**src/rtl/jzjpcc_pkg.sv**
```systemverilog
// Shared definitions for the jzjpcc pipeline: rd source selector, load funct3 codes
// and the hard-wired zero register address.
package jzjpcc_pkg;

    typedef enum logic [1:0] {
        RD_ALU = 2'b00,
        RD_MEM = 2'b01
    } rd_source_t;

    localparam logic [2:0] F3_LB  = 3'b000;
    localparam logic [2:0] F3_LH  = 3'b001;
    localparam logic [2:0] F3_LW  = 3'b010;
    localparam logic [2:0] F3_LBU = 3'b100;
    localparam logic [2:0] F3_LHU = 3'b101;

    localparam logic [4:0] X0_ADDR = 5'd0;

endpackage

```
**src/rtl/jzjpcc_load_extractor.sv**
```systemverilog
// Combinational load alignment: picks the byte/halfword/word out of the SRAM word,
// extends it, and flags misaligned or undefined load encodings.
module jzjpcc_load_extractor
    import jzjpcc_pkg::*;
(
    input  logic [1:0]  byte_off_i,
    input  logic [31:0] word_i,
    input  logic [2:0]  funct3_i,
    input  logic        is_load_i,
    output logic [31:0] data_o,
    output logic        fault_o
);

    logic [7:0]  byte_sel;
    logic [15:0] half_sel;
    logic [31:0] ext;
    logic        bad;

    always_comb begin
        byte_sel = word_i[{byte_off_i, 3'b000} +: 8];
        half_sel = byte_off_i[1] ? word_i[31:16] : word_i[15:0];
        ext      = 32'd0;
        bad      = 1'b0;
        case (funct3_i)
            F3_LB:  ext = {{24{byte_sel[7]}}, byte_sel};
            F3_LBU: ext = {24'd0, byte_sel};
            F3_LH: begin
                ext = {{16{half_sel[15]}}, half_sel};
                bad = byte_off_i[0];
            end
            F3_LHU: begin
                ext = {16'd0, half_sel};
                bad = byte_off_i[0];
            end
            F3_LW: begin
                ext = word_i;
                bad = (byte_off_i != 2'b00);
            end
            default: bad = 1'b1;
        endcase
    end

    // A faulting load contributes zero so nothing stale leaks into writeback.
    assign fault_o = is_load_i & bad;
    assign data_o  = fault_o ? 32'd0 : ext;

endmodule

```
**src/rtl/jzjpcc_memory.sv**
```systemverilog
// Memory stage: selects the rd value, registers it into writeback with stall/flush
// control, keeps a sticky misaligned-load flag and exposes forwarding taps.
module jzjpcc_memory
    import jzjpcc_pkg::*;
(
    input  logic        clock,
    input  logic        reset,
    input  logic [31:0] aluResult,
    input  logic [4:0]  rdAddr,
    input  logic [1:0]  rdSource,
    input  logic        rdWriteEnable,
    input  logic [2:0]  funct3,
    input  logic [31:0] memReadData,
    input  logic        stall,
    input  logic        flush,
    output logic [4:0]  wbRdAddr,
    output logic [31:0] wbRdData,
    output logic        wbRdWriteEnable,
    output logic [4:0]  fwdRdAddr,
    output logic        fwdRdWriteEnable,
    output logic        fwdIsLoad,
    output logic        misalignedLoad
);

    logic        is_load;
    logic        fault;
    logic [31:0] load_data;

    logic [4:0]  wb_rd_addr_q, wb_rd_addr_d;
    logic [31:0] wb_rd_data_q, wb_rd_data_d;
    logic        wb_we_q, wb_we_d;
    logic        misaligned_q;

    // Encodings 2'b10/2'b11 fall through to the ALU path.
    assign is_load = (rdSource == RD_MEM);

    jzjpcc_load_extractor u_load_extractor (
        .byte_off_i (aluResult[1:0]),
        .word_i     (memReadData),
        .funct3_i   (funct3),
        .is_load_i  (is_load),
        .data_o     (load_data),
        .fault_o    (fault)
    );

    assign wb_rd_addr_d = rdAddr;
    assign wb_rd_data_d = is_load ? load_data : aluResult;
    assign wb_we_d      = rdWriteEnable & ~fault & (rdAddr != X0_ADDR);

    always_ff @(posedge clock or posedge reset) begin
        if (reset) begin
            wb_rd_addr_q <= 5'd0;
            wb_rd_data_q <= 32'd0;
            wb_we_q      <= 1'b0;
            misaligned_q <= 1'b0;
        end else begin
            // Flush beats stall: the bubble only needs the write enable cleared.
            if (flush) begin
                wb_we_q <= 1'b0;
            end else if (!stall) begin
                wb_rd_addr_q <= wb_rd_addr_d;
                wb_rd_data_q <= wb_rd_data_d;
                wb_we_q      <= wb_we_d;
            end
            if (fault && !stall) begin
                misaligned_q <= 1'b1;
            end
        end
    end

    assign wbRdAddr         = wb_rd_addr_q;
    assign wbRdData         = wb_rd_data_q;
    assign wbRdWriteEnable  = wb_we_q;
    assign misalignedLoad   = misaligned_q;

    assign fwdRdAddr        = rdAddr;
    assign fwdRdWriteEnable = rdWriteEnable & (rdAddr != X0_ADDR);
    assign fwdIsLoad        = is_load;

endmodule

```
**config.mk**
```make
export PLATFORM = sky130hd
export DESIGN_NAME = jzjpcc_memory
export DESIGN_NICKNAME = d
export VERILOG_FILES = /design/src/rtl/jzjpcc_pkg.sv /design/src/rtl/jzjpcc_load_extractor.sv /design/src/rtl/jzjpcc_memory.sv
export SDC_FILE = /design/constraint.sdc
export NUM_CORES = 1
export LEC_CHECK = 0
export ABC_AREA = 1
export CORE_MARGIN = 8
export CORE_UTILIZATION = 46
export CTS_CLUSTER_DIAMETER = 40
export CTS_CLUSTER_SIZE = 40
export DETAILED_ROUTE_END_ITERATION = 10
export HOLD_SLACK_MARGIN = 0.12
export MAX_ROUTING_LAYER = met4
export PLACE_DENSITY = 0.93
export SYNTH_ARGS = -nofsm -noshare
export SYNTH_HDL_FRONTEND = slang
export SYNTH_SLANG_ARGS = --single-unit
```
**constraint.sdc**
```tcl
create_clock -name clock -period 1.9 [get_ports clock]
set_clock_uncertainty 0.15 [all_clocks]
set_input_delay 0.19 -clock clock [delete_from_list [all_inputs] [get_ports clock]]
set_output_delay 0.19 -clock clock [all_outputs]
set_load 0.01 [all_outputs]
```
# Yosys cells after proc, flatten, opt, wreduce, memory -nomap -nowiden
# Index checks and enable logic that the tools add are counted.
# totals
ff_bits,39
latchBits,0
ramBits,0
mem_bits_ro,0
inputBits,79
output_inout_bits,46
memories,0
# classes
add_sub_neg,0
multipliers,0
n_div,0
order_cmp,0
eq_ne,6
shift,1
n_mux,7
bitwise,7
n_reduce_logical,8
# ops
cell,count
32-bit one-hot mux with 5 select lines,1
32-bit two-way mux,2
32-bit by 6-bit indexed part select with 8-bit output,1
16-bit two-way mux,1
"3-bit equality test, second input constant",2
5-bit nonzero test,1
1-bit bitwise AND,4
2-bit OR reduction,2
"3-bit by 1-bit equality test with 1-bit output, second input constant",1
"3-bit by 2-bit equality test with 1-bit output, second input constant",1
3-bit zero test,1
1-bit inverter,3
1-bit one-hot mux with 3 select lines,1
"2-bit by 1-bit equality test with 1-bit output, second input constant",1
1-bit two-way mux,2
"2-bit by 1-bit inequality test with 1-bit output, second input constant",1
2-bit AND reduction,1
2-bit nonzero test,1
1-bit logical AND,1
1-bit zero test,1

# Longest topological paths before layout
# logic_depth
ltp_word,9
mapped_depth,10
ltp_nobuf,9

# By module
# Synthesis repeated with hierarchy kept, for this count alone.
# unflattened
hier_cells,569
area_unflattened_um2,3226.8
# modules_own_cells
module,n_inst,cells_each,area_each_um2,seq_area_each_um2
jzjpcc_memory,1,283,2044.5,975.9
jzjpcc_load_extractor,1,286,1182.4,0.0

# Worst setup path before layout
# No wires, ideal clock.
# synth_path
path_kind,input to register
from,input port rdSource[0]
to,register wb_rd_data_q[24] (netlist: wbRdData[24])
arrival_time_ns,1.089
required_ns,1.628
setup_slack_ns,0.539
cell_stages,6
path_cell_list,inv_1 > nor2_1 > inv_1 > clkbuf_1 > a21oi_1 > a21oi_2
# synth_between
elab_chain_cells,4
# synth_rtl
element,line,rtl
from (decl),jzjpcc_memory.sv:10,"input logic [1:0] rdSource,"
2-bit by 1-bit equality test with 1-bit output *,jzjpcc_memory.sv:35,assign is_load = (rdSource == RD_MEM);
net fwdIsLoad,jzjpcc_memory.sv:21,"output logic fwdIsLoad,"
1-bit bitwise AND,jzjpcc_load_extractor.sv:44,assign fault_o = is_load_i & bad;
32-bit two-way mux,jzjpcc_load_extractor.sv:45,assign data_o = fault_o ? 32'd0 : ext;
32-bit two-way mux *,jzjpcc_memory.sv:47,assign wb_rd_data_d = is_load ? load_data : aluResult;
to (signal assigned),jzjpcc_memory.sv:62,wb_rd_data_q <= wb_rd_data_d;
to (decl),jzjpcc_memory.sv:30,"logic [31:0] wb_rd_data_q, wb_rd_data_d;"
# Mark *: on every way through the listed nets, which the timed path passes. The rest lies on a longest branch.
# A chain may end at the register's enable or synchronous reset.

# Worst setup path after layout
# layout_path
from,input port rdSource[0]
to,output port fwdIsLoad
# layout_between
elab_chain_cells,1
# layout_rtl
element,line
2-bit by 1-bit equality test with 1-bit output,jzjpcc_memory.sv:35
to (decl),jzjpcc_memory.sv:21
# Every way passes these cells.

==> qor.txt <==
TIMING
-----------------------------------------------------------------------------------------------
Worst slew pin tran                                                                      505 ps
Worst path setup slack after routing                                                     146 ps
Final Hold Fails                                                                              0
Count of pins over their slew limit                                                           0
Setup violators final                                                                         0
Setup repair after global routing missed its margin                                       false
Time the final worst path needs with I/O delays and setup                               1750 ps
TNS Setup                                                                                  0 ps
Relative slew margins                                                                     66.3%
Hold_ws                                                                                  161 ps
Tcrit/Tclk final                                                                          92.3%
Achievable clock frequency                                                              570 MHz

CELLS AND AREA
-----------------------------------------------------------------------------------------------
Number of antenna cells inserted                                                              0
Final instance count without filler cells                                                   637
Share of layout cells above drive strength 1                                              13.0%
Area growth, synth to finish                                                              51.6%
Final-stage net count                                                                       640
Most frequent cells in the layout                                                  sky130_fd_sc_hd__nand2_1 (149), sky130_fd_sc_hd__clkdlybuf4s50_1 (123), sky130_fd_sc_hd__nor2_1 (71), sky130_fd_sc_hd__dfrtp_1 (39), sky130_fd_sc_hd__a21oi_1 (37)
Most common library cell in the layout ignoring fill and taps                      sky130_fd_sc_hd__nand2_1

CTS
-----------------------------------------------------------------------------------------------
Number of buffers added by the clock tree synthesis step                                      5
Clock input transition at the sequential cells of the worst setup and hold paths          90 ps
CTS tree                                                                                  built
H-tree levels                                                                                 2
Buffer depth of the longest clock path                                                        2
Number of sinks driven by the clock tree                                                     39
CTS Root Buffer Type                                                               sky130_fd_sc_hd__clkbuf_8
Clock latency reported for the late side of the worst-skew pair                          290 ps

DETAILED ROUTING
-----------------------------------------------------------------------------------------------
Routed WL                                                                          10300 microns
DRT Pass-1 Iters                                                                              6
Remaining DRCs                                                                                0
Per-cell routed wire length                                                        16.1 microns
Vias per inst                                                                              5.35
Count of vias placed by the detailed router                                                3406
Starting DRC count in detailed routing                                                      245
Antenna-violating nets left                                                                   0

SETUP PATH
-----------------------------------------------------------------------------------------------
Req. time, crit path                                                                    1560 ps
Setup slack, reg-to-reg                                                                 1030 ps
CP max FO                                                                                     4
Kind of end point of the critical path                                              output port
Class of the most critical setup path                                              input pin to output port
Crit path DAT                                                                           1410 ps
Start point of the critical path                                                    rdSource[0]
Crit Reg-Reg Startpoint                                                            wbRdData[17]
Crit start category                                                                   input pin

FLOORPLAN
-----------------------------------------------------------------------------------------------
Die area                                                                           0.00889 sq mm
Standard-cell row count                                                                      28
Initial core utilization                                                                  47.6%
Core area                                                                          0.00592 sq mm
Width of the chip                                                                  94.3 microns
Die Y                                                                              94.3 microns
Top-level I/O count                                                                         125

YOSYS
-----------------------------------------------------------------------------------------------
Post-synthesis instance area                                                       0.00282 sq mm
Post-synthesis compound-gate area fraction                                                17.5%
Warnings from Yosys                                                                           0
Area share of and/or/nand/nor cells after synthesis                                       36.8%
Fraction of synthesized area in multiplexers                                                 0%
Main combinational cell family by area after synthesis                             simple AND/OR/NAND/NOR gates
Post-synth cell types                                                                        19
Sequential element share of the synthesized area                                          34.6%
Share of synthesized cell area in full adder, half adder and majority cells                  0%
Mapped Nets                                                                                 516
Cell count after synthesis                                                                  437
Post-synthesis share of cell area spent on xor and xnor gates                                0%
Flops & latches, synth                                                                       39
Post-Synthesis Mean Instance Area                                                    6.45 sq um

GLOBAL ROUTING
-----------------------------------------------------------------------------------------------
Initial antenna violation count                                                               0
Pin count of the biggest net entering global routing                                         40
Total congestion overflow after global routing                                                0
Global-route wire length before repair                                             16300 microns
Total GRT Usage                                                                           23.6%
Via count of the first global-routing pass                                                 3428

PWR
-----------------------------------------------------------------------------------------------
Peak supply drop                                                                       0.350 mV
Static leakage power                                                                    2.00 nW
Ratio of total power to cell area                                                   595 mW/mm^2

STATUS
-----------------------------------------------------------------------------------------------
Run status                                                                         finished clean

PLACED DESIGN
-----------------------------------------------------------------------------------------------
Port bufs                                                                                   124
Placed cells                                                                                629
Detail Placement HPWL                                                              7940 microns
GP Congestion                                                                              1.07
Post-placement worst setup slack                                                        -142 ps

MIN PATH
-----------------------------------------------------------------------------------------------
Class of the most critical hold timing path                                        input pin to async pin

RUN
-----------------------------------------------------------------------------------------------
Number of max-cap violations                                                                  0

sequential cells by signal (all words and copies together), names as in the netlist:
name             count
misalignedLoad       1
wbRdWriteEnable      1
wbRdData            32
wbRdAddr             5
worst max-delay path: stages:
cell,delay (ps)
sky130_fd_sc_hd__clkdlybuf4s50_1,450
sky130_fd_sc_hd__inv_1,40
sky130_fd_sc_hd__nor2_2,150
sky130_fd_sc_hd__clkdlybuf4s50_1,570
per-stage QoR:
step / util [%] / power [mW] / area [sq um]
after global placement: 70.5 / 1.94 / 4180
after global routing: 72.1 / 2.66 / 4270
after CTS: 72.0 / 2.55 / 4270
after detailed placement: 70.5 / 1.98 / 4180
after floorplan: - / 1.44 / 2820
final: 72.1 / 2.54 / 4270
power breakdown:
part	total (mW)	switching, mW	internal [mW]	leakage (nW)
clock	0.574	0.319	0.256	0.0402
sequential	1.00	0.0610	0.941	0.445
combinational	0.963	0.452	0.510	1.51
total	2.54	0.832	1.71	2.00
cell type report:
type	count	area (sq um)
clock inverter	3	20.0
multi-input combinational	332	1530
fill	436	1650
inverter	39	146
tap	75	93.8
timing repair buffer	144	1430
clock buffer	5	68.8
sequential	39	976
cell usage after synthesis, drive strengths merged:
library cell  count  area (sq um)
o21bai            1          7.51
nor3              2          10.0
o21ai            11          55.1
nand3            25           140
nor2             77           314
dfrtp            39           976
inv              39           146
buf              18           133
a21oi            65           430
nand2           151           572
clkbuf            9          33.8
cells by family after synthesis:
logic type	Yosys count
AO/OA/AOI/OAI	77
buffers and inverters	66
flip-flops	39
AND/OR/NAND/NOR	255
metal layers:
| layer | share of wire, % | GRT usage [%] | vias to the layer above |
|---|---|---|---|
| li1 | - | - | 1605 |
| met1 | 40 | 26.9 | 1559 |
| met2 | 49 | 39.7 | 210 |
| met3 | 9.2 | 4.48 | 32 |
| met4 | 2.7 | 9.25 | 0 |
| met5 | 0 | - | - |
final timing paths:
kind                                 to  cells after the start
setup / recovery              fwdIsLoad                      4
hold / removal             wbRdData[13]                      3
setup reg to reg           wbRdData[17]                      2
hold reg to reg             wbRdAddr[2]                      2
max in group asynchronous  wbRdData[28]                      3
min in group clock          wbRdAddr[2]                      2
what timing repair did:
item | CTS | global route
setup buffers | 0 | 0
setup endpoints to repair | 0 | 2
hold buffers | 0 | 0
resized for setup | 0 | 2
Note: power is estimated with default switching activity, not from simulation.
